File: config.mk
export PLATFORM = sky130hd
export DESIGN_NAME = spi_seq
export DESIGN_NICKNAME = d
export VERILOG_FILES = /design/src/rtl/spi_pkg.sv /design/src/rtl/spi_fifo.sv /design/src/rtl/spi_seq.sv
export SDC_FILE = /design/constraint.sdc
export NUM_CORES = 1
export LEC_CHECK = 0
export CAP_MARGIN = 20
export CORE_ASPECT_RATIO = 2
export CORE_MARGIN = 10
export CORE_UTILIZATION = 35
export CTS_BUF_LIST = sky130_fd_sc_hd__clkbuf_16
export DETAILED_ROUTE_END_ITERATION = 10
export HOLD_SLACK_MARGIN = 0.06
export SYNTH_ARGS = -nofsm -noshare
export SYNTH_HDL_FRONTEND = slang
export SYNTH_SLANG_ARGS = --single-unit
File: constraint.sdc
create_clock -name clk -period 12.2 [get_ports clk]
set_clock_uncertainty 0.2 [all_clocks]
set_input_delay 3.66 -clock clk [delete_from_list [all_inputs] [get_ports clk]]
set_output_delay 3.66 -clock clk [all_outputs]
set_load 0.03 [all_outputs]
File: src/rtl/spi_pkg.sv
// Shared types for the SPI transaction sequencer and its FIFOs.
package spi_pkg;

    typedef enum logic [2:0] {
        IDLE,
        SETUP,
        ISSUE,
        WAIT1,
        XFER,
        CAPTURE,
        HOLD
    } state_t;

    typedef struct packed {
        logic        half;
        logic [15:0] data;
    } tx_entry_t;

    // A byte-only transfer returns its received byte in the upper half of
    // the engine's rx word; it is right-aligned before it reaches the host.
    function automatic logic [15:0] rx_word(input logic half, input logic [15:0] rx);
        return half ? {8'h00, rx[15:8]} : rx;
    endfunction

endpackage

File: src/rtl/spi_fifo.sv
// First-word-fall-through FIFO with wrap-bit pointers and synchronous reset.
module spi_fifo #(
    parameter int WIDTH = 16,
    parameter int DEPTH = 16
) (
    input  logic             clk,
    input  logic             rst,
    input  logic             push,
    input  logic [WIDTH-1:0] wr_data,
    input  logic             pop,
    output logic [WIDTH-1:0] rd_data,
    output logic             full,
    output logic             empty
);

    localparam int AW = $clog2(DEPTH);
    localparam int PW = AW + 1;

    logic [PW-1:0]    wr_ptr;
    logic [PW-1:0]    rd_ptr;
    logic [WIDTH-1:0] mem [DEPTH];
    logic             pop_ok;
    logic             push_ok;

    // A pop on a full FIFO frees the slot the same cycle, so a write there is kept.
    assign pop_ok  = pop & ~empty;
    assign push_ok = push & (~full | pop_ok);
    assign empty   = (wr_ptr == rd_ptr);
    assign full    = (wr_ptr[AW] != rd_ptr[AW]) && (wr_ptr[AW-1:0] == rd_ptr[AW-1:0]);
    assign rd_data = empty ? '0 : mem[rd_ptr[AW-1:0]];

    // Pointer advance on accepted push/pop.
    always_ff @(posedge clk) begin
        if (rst) begin
            wr_ptr <= '0;
            rd_ptr <= '0;
        end else begin
            if (push_ok) wr_ptr <= wr_ptr + PW'(1);
            if (pop_ok)  rd_ptr <= rd_ptr + PW'(1);
        end
    end

    // Storage write; contents need no reset since empty masks the head.
    always_ff @(posedge clk) begin
        if (!rst && push_ok) mem[wr_ptr[AW-1:0]] <= wr_data;
    end

endmodule

File: src/rtl/spi_seq.sv
// SPI burst sequencer: feeds queued words to the shift engine under one chip-select.
//
// state   | meaning
// IDLE    | no burst; busy mirrors the engine's running flag
// SETUP   | cs_n low, counting setup time before the first word
// ISSUE   | pop TX head and pulse m_we (stalls while RX is full)
// WAIT1   | engine running flag not yet valid
// XFER    | waiting for the engine to finish the word
// CAPTURE | push received word into RX, continue or wrap up
// HOLD    | counting hold time, then release cs_n unless held
module spi_seq
    import spi_pkg::*;
#(
    parameter int DEPTH    = 16,
    parameter int CS_SETUP = 2,
    parameter int CS_HOLD  = 2
) (
    input  logic        clk,
    input  logic        rst,
    input  logic        tx_we,
    input  logic [15:0] tx_data,
    input  logic        tx_half,
    output logic        tx_full,
    input  logic        start,
    input  logic        hold_cs,
    input  logic        rx_re,
    output logic [15:0] rx_data,
    output logic        rx_empty,
    output logic        busy,
    output logic        ovf,
    output logic        cs_n,
    output logic        m_we,
    output logic        m_both,
    output logic [15:0] m_tx,
    input  logic [15:0] m_rx,
    input  logic        m_running
);

    localparam logic [7:0] SETUP_LOAD = 8'((CS_SETUP > 0) ? CS_SETUP - 1 : 0);
    localparam logic [7:0] HOLD_LOAD  = 8'((CS_HOLD  > 0) ? CS_HOLD  - 1 : 0);

    state_t    state;
    state_t    state_nx;
    logic [7:0] cnt;
    logic      cs_n_q;
    logic      hold_q;
    logic      half_q;
    logic      ovf_q;
    tx_entry_t tx_head;
    logic      tx_empty;
    logic      rx_full;
    logic      tx_pop;
    logic      rx_push;
    logic      issue;
    logic      start_ok;

    spi_fifo #(.WIDTH(17), .DEPTH(DEPTH)) u_tx_fifo (
        .clk     (clk),
        .rst     (rst),
        .push    (tx_we),
        .wr_data ({tx_half, tx_data}),
        .pop     (tx_pop),
        .rd_data (tx_head),
        .full    (tx_full),
        .empty   (tx_empty)
    );

    spi_fifo #(.WIDTH(16), .DEPTH(DEPTH)) u_rx_fifo (
        .clk     (clk),
        .rst     (rst),
        .push    (rx_push),
        .wr_data (rx_word(half_q, m_rx)),
        .pop     (rx_re),
        .rd_data (rx_data),
        .full    (rx_full),
        .empty   (rx_empty)
    );

    assign start_ok = (state == IDLE) && start && !m_running && !tx_empty;
    assign issue    = (state == ISSUE) && !rx_full && !m_running;

    // State register plus setup/hold down-counter, chip-select and latched burst flags.
    always_ff @(posedge clk) begin
        if (rst) begin
            state  <= IDLE;
            cnt    <= '0;
            cs_n_q <= 1'b1;
            hold_q <= 1'b0;
            half_q <= 1'b0;
            ovf_q  <= 1'b0;
        end else begin
            state <= state_nx;
            // ISSUE pops only a non-empty FIFO, so tx_pop alone frees a full slot.
            if (tx_we && tx_full && !tx_pop) ovf_q <= 1'b1;
            case (state)
                IDLE: begin
                    if (start_ok) begin
                        hold_q <= hold_cs;
                        cs_n_q <= 1'b0;
                        cnt    <= SETUP_LOAD;
                    end
                end
                SETUP: begin
                    if (cnt != 8'd0) cnt <= cnt - 8'd1;
                end
                ISSUE: begin
                    if (issue) half_q <= tx_head.half;
                end
                CAPTURE: begin
                    cnt <= HOLD_LOAD;
                end
                HOLD: begin
                    if (cnt != 8'd0) cnt <= cnt - 8'd1;
                    else if (!hold_q) cs_n_q <= 1'b1;
                end
                default: ;
            endcase
        end
    end

    // Next-state selection.
    always_comb begin
        state_nx = state;
        case (state)
            IDLE: begin
                // A previous held burst leaves cs_n low, so setup time is already met.
                if (start_ok) state_nx = (cs_n_q && (CS_SETUP > 0)) ? SETUP : ISSUE;
            end
            SETUP:   if (cnt == 8'd0) state_nx = ISSUE;
            ISSUE:   if (issue) state_nx = WAIT1;
            WAIT1:   state_nx = XFER;
            XFER:    if (!m_running) state_nx = CAPTURE;
            CAPTURE: state_nx = tx_empty ? HOLD : ISSUE;
            HOLD:    if (cnt == 8'd0) state_nx = IDLE;
            default: state_nx = IDLE;
        endcase
    end

    // Engine strobes, FIFO handshakes and status outputs.
    always_comb begin
        m_we    = issue;
        m_tx    = issue ? tx_head.data : 16'h0000;
        m_both  = issue & ~tx_head.half;
        tx_pop  = issue;
        rx_push = (state == CAPTURE);
        busy    = (state != IDLE) || m_running;
        cs_n    = cs_n_q;
        ovf     = ovf_q;
    end

endmodule

# After elaboration in Yosys (flattened, before gate mapping)
# Memories as Yosys holds them, arrays and structs flattened. A register that Yosys moved wholly into a read port is not among the register bits.
# Cells that the tools add are included.
# word_totals
reg_bits,35
mem_bits_rw,528
input_bits,40
out_inout_bits,39
word_cells,105
memories,2
# mem_list
memory,depth,width,read_ports,rd_clocked_by_memory_dff,wr,line,rtl
u_tx_fifo.mem,16,17,1,1,1,spi_fifo.sv:21,logic [WIDTH-1:0] mem [DEPTH];
u_rx_fifo.mem,16,16,1,1,1,spi_fifo.sv:21,
# op_classes
n_addsub,5
eq_ne,20
n_mux,27
bitwise_logic,12
reduce_logical,29
# ops
cell,n
$mux W16,3
$pmux W8 S3,1
$pmux W3 S7,1
$add A5 B1 Y5 const B,4
$mux W3,6
$mux W17,1
$mux W4,4
$mux W8,2
$ne A2 B2 Y1 const B,7
$logic_and A1 B1 Y1,11
$eq A5 B5 Y1,2
$eq A3 B3 Y1 const B,3
$eq A4 B4 Y1,2
$logic_not A8 Y1,1
$reduce_bool A8 Y1,1
$sub A8 B1 Y8 const B,1
$mux W1,7
$eq A3 B2 Y1 const B,2
$reduce_bool A3 Y1,2
$and A1 B1 Y1,5
$logic_not A1 Y1,5
$not A1 Y1,5
$reduce_and A5 Y1,1
$reduce_and A2 Y1,2
12 further kinds,14

# Logic depth before layout (Yosys ltp)
# depth
depth_word,11
ltp_mapped,9
mapped_depth_nobuf,8

# Cells and area by module
# A second synthesis with hierarchy kept.
# unflattened
cells_unflattened,1140
area_unflattened_um2,22437.8
# modules_own_cells
mod,n_inst,cells_each,area_per_inst_um2,seq_area_each_um2
spi_fifo at u_tx_fifo,1,510,10921.7,8448.1
spi_fifo at u_rx_fifo,1,489,10348.7,7967.6
spi_seq,1,141,1167.4,300.3

# Least setup slack after synthesis
# No wires, ideal clock.
# synth_timing
kind,input to output
from,input port m_running
to,output port m_tx[10]
arrival_time_ns,4.969
required_time_ns,8.340
slack_ns,3.371
cell_stages,4
n_path_buf,2
cell_sequence,clkbuf_1 -> a211oi_4 -> clkbuf_1 -> and3_1
# synth_between
elab_chain_len,3
# synth_lines
item,line,rtl
start: declaration,spi_seq.sv:36,input logic m_running
$logic_not A1 Y1,--,
$logic_and A1 B1 Y1,spi_seq.sv:80,assign issue = (state == ISSUE) && !rx_full && !m_running;
named net m_we,spi_seq.sv:32,"output logic m_we,"
$mux W16,spi_seq.sv:142,m_tx = issue ? tx_head.data : 16'h0000;
end: declaration,spi_seq.sv:34,"output logic [15:0] m_tx,"
# The timed path passes the listed nets, and every way through them passes these cells.

# Worst setup path after layout
# layout_timing
from,input port m_running
to,output port m_tx[15]
# layout_between
elab_chain_len,3
# layout_lines
item,line
$logic_not A1 Y1,--
$logic_and A1 B1 Y1,spi_seq.sv:80
$mux W16,spi_seq.sv:142
# No other way between the ends.

==> results.json <==
{
  "antenna_found_initial": 2,
  "wirelength_um": 51100,
  "post_synth_num_cell_types": 52,
  "synth.avg_cell_area_sq_um": 21.1,
  "path_clk_slew_ns": 0.07,
  "crit_path_start_kind": "input pin",
  "dr.pass1.iters": 4,
  "synth_top_area_cell": "edfxtp_1",
  "fin_nets": 1244,
  "clock_tree.buffer_depth": 3,
  "final_cells": 2031,
  "cts.hold.buffers_added": 0,
  "tightest_slew_ns": 1.13,
  "cts.sinks": 571,
  "coreArea_sq_um": 63900,
  "portBuffers": 78,
  "netlist_area_sq_um": 22600,
  "gp_congestion": 0.773,
  "synth_warnings": 0,
  "rows": 131,
  "worstSetupPathType": "in -> out",
  "postCtsSetupRepairBufs": 0,
  "place_ws_ns": 2.47,
  "maxCapViolations": 0,
  "async_flop_share": 0,
  "drt_iter0_markers": 808,
  "cp_common_cell": "clkdlybuf4s50_1",
  "cp_max_fo": 25,
  "relSlewSlack": 0.240,
  "syn_inst": 1070,
  "vias": 10700,
  "setup_viol": 0,
  "met2_usage": 0.258,
  "synth_edf_count": 528,
  "ant_nets": 0,
  "dieArea_sq_um": 75800,
  "die_y_um": 380,
  "status": "finished, final reports clean",
  "grtUsageMet3": 0.0218,
  "drive_above_1_share": 0.273,
  "grt_overflow": 0,
  "drc_errors": 0,
  "synth_nets": 1122,
  "clockRootBuffer": "clkbuf_16",
  "finalCriticalPeriod_ns": 9.67,
  "grt_max_degree": 66,
  "ys_seq_area_frac": 0.739,
  "slowest_delay_ns": 0.68,
  "final_util": 0.410,
  "fp.dieW_um": 200,
  "grt_util_met1": 0.149,
  "path_cells": "clkdlybuf4s50_1 > a211oi_4 > buf_4 > and3_1 > clkdlybuf4s50_1",
  "viasPerCell": 5.25,
  "powerDensity_nw_per_um2": 151,
  "fillers": 5585,
  "areaGrowthSynthToFinish_pct": 15.9,
  "dp_cells": 1936,
  "holdWs_ns": 0.299,
  "tritoncts": "done",
  "slowest_stage": "clkdlybuf4s50_1",
  "ys_top_cells_by_area": "edfxtp_1, mux4_2, dfxtp_1",
  "synth_top_area_share": 0.701,
  "final_cell_mix": "edfxtp_1, mux4_2, clkdlybuf4s50_1",
  "grt_pass1_wl_um": 76300,
  "min_period_over_period": 0.792,
  "hold_path_class": "reg -> reg",
  "rsz0062_at_grt": "false",
  "start_util": 0.354,
  "power_leakage_nw": 8.07,
  "wire_per_inst_um": 25.2,
  "fmax_mhz": 103,
  "cts_resized": 0,
  "grt_pass1_vias": 11500,
  "h-tree-depth": 2,
  "critical_path_arrival_ns": 5.81,
  "maxSlewViolCount": 0,
  "layout_commonest_cell": "edfxtp_1",
  "critPathRequiredTime_ns": 8.34,
  "busiest_layer": "met2",
  "clk_latency_ns": 0.59,
  "peakVddDrop_v": 0.000143,
  "end_kind": "output port",
  "ys_ff_latch": 571,
  "setup-tns-final_ns": 0,
  "n_antenna_cell": 0,
  "setup_ws_ns": 2.53,
  "cts_buffers": 50,
  "finalHoldViolCount": 0,
  "dp_hpwl_um": 32500,
  "io_pins": 79,
  "grt_use_total": 0.136,
  "synthFlopType": "edfxtp_1"
}
## layout make-up
class	instances	area, sq um	share of cell area
repair buffers	131	1190	0.0454
flip-flops and latches	571	16700	0.638
clock inverters	42	363	0.0138
inverters	13	48.8	0.00186
multi-input cells	425	5620	0.214
well taps	798	998	0.0381
clock buffers	51	1280	0.0487
## Yosys cell counts, drive strengths merged (6+ instances only)
master,count
dfxtp,43
nand3,10
nor3,22
nor2b,27
nor4,6
nor2,51
xor2,22
edfxtp,528
buf,39
a21oi,8
mux4,165
or3,6
nand2b,12
inv,13
xnor2,7
mux2,9
clkbuf,21
and3,18
ha,12
nand2,11
## per-stage QoR
step | total power [mW] | instance area [sq um]
global placement | 2.43 | 24500
CTS | 4.02 | 26200
detailed placement | 2.43 | 24600
finish | 3.97 | 26200
global route | 4.11 | 26200
floorplan | 2.35 | 22600
## worst max-delay path: cells and delay by family
family | cells | cell delay (ns)
simple gates | 1 | 0.26
buf+inv | 3 | 1.63
compound gates | 1 | 0.22
## state kept, by name, summed over array words and instances, names as in the netlist, named ones only
register and flops:
cnt 8, cs_n 1, half_q 1, hold_q 1, ovf 1, state 3, u_rx_fifo.mem 256, u_rx_fifo.rd_ptr 5
u_rx_fifo.wr_ptr 5, u_tx_fifo.mem 272, u_tx_fifo.rd_ptr 5, u_tx_fifo.wr_ptr 5
## cells by family after synthesis
group,share of synthesized area
fa+ha+maj,0.00664
flops,0.739
simple gates,0.0435
buf+inv,0.0188
xor+xnor,0.0112
mux,0.173
compound gates,0.00835
## path summary, 6_finish.rpt
check / from / end / slack [ns] / cells after the start
worst max-delay path: m_running / m_tx[15] / 2.53 / 5
worst min-delay path: ovf / ovf / 0.30 / 2
worst max register to register: u_rx_fifo.wr_ptr[2] / u_tx_fifo.mem[12][14] / 8.39 / 8
worst min register to register: ovf / ovf / 0.30 / 2
## report_power, final
part	internal, mW	total (mW)	switching [mW]
clock network	0.872	1.58	0.710
registers	2.16	2.18	0.0207
logic	0.0856	0.213	0.127
## layer usage
metal  part of all wire  vias up
met5            0.00025        -
met1               0.36     5696
met3              0.043       70
met4              0.023        2
met2               0.57      256
li1                   -     4634
Note: power is estimated with default switching activity, not from simulation.
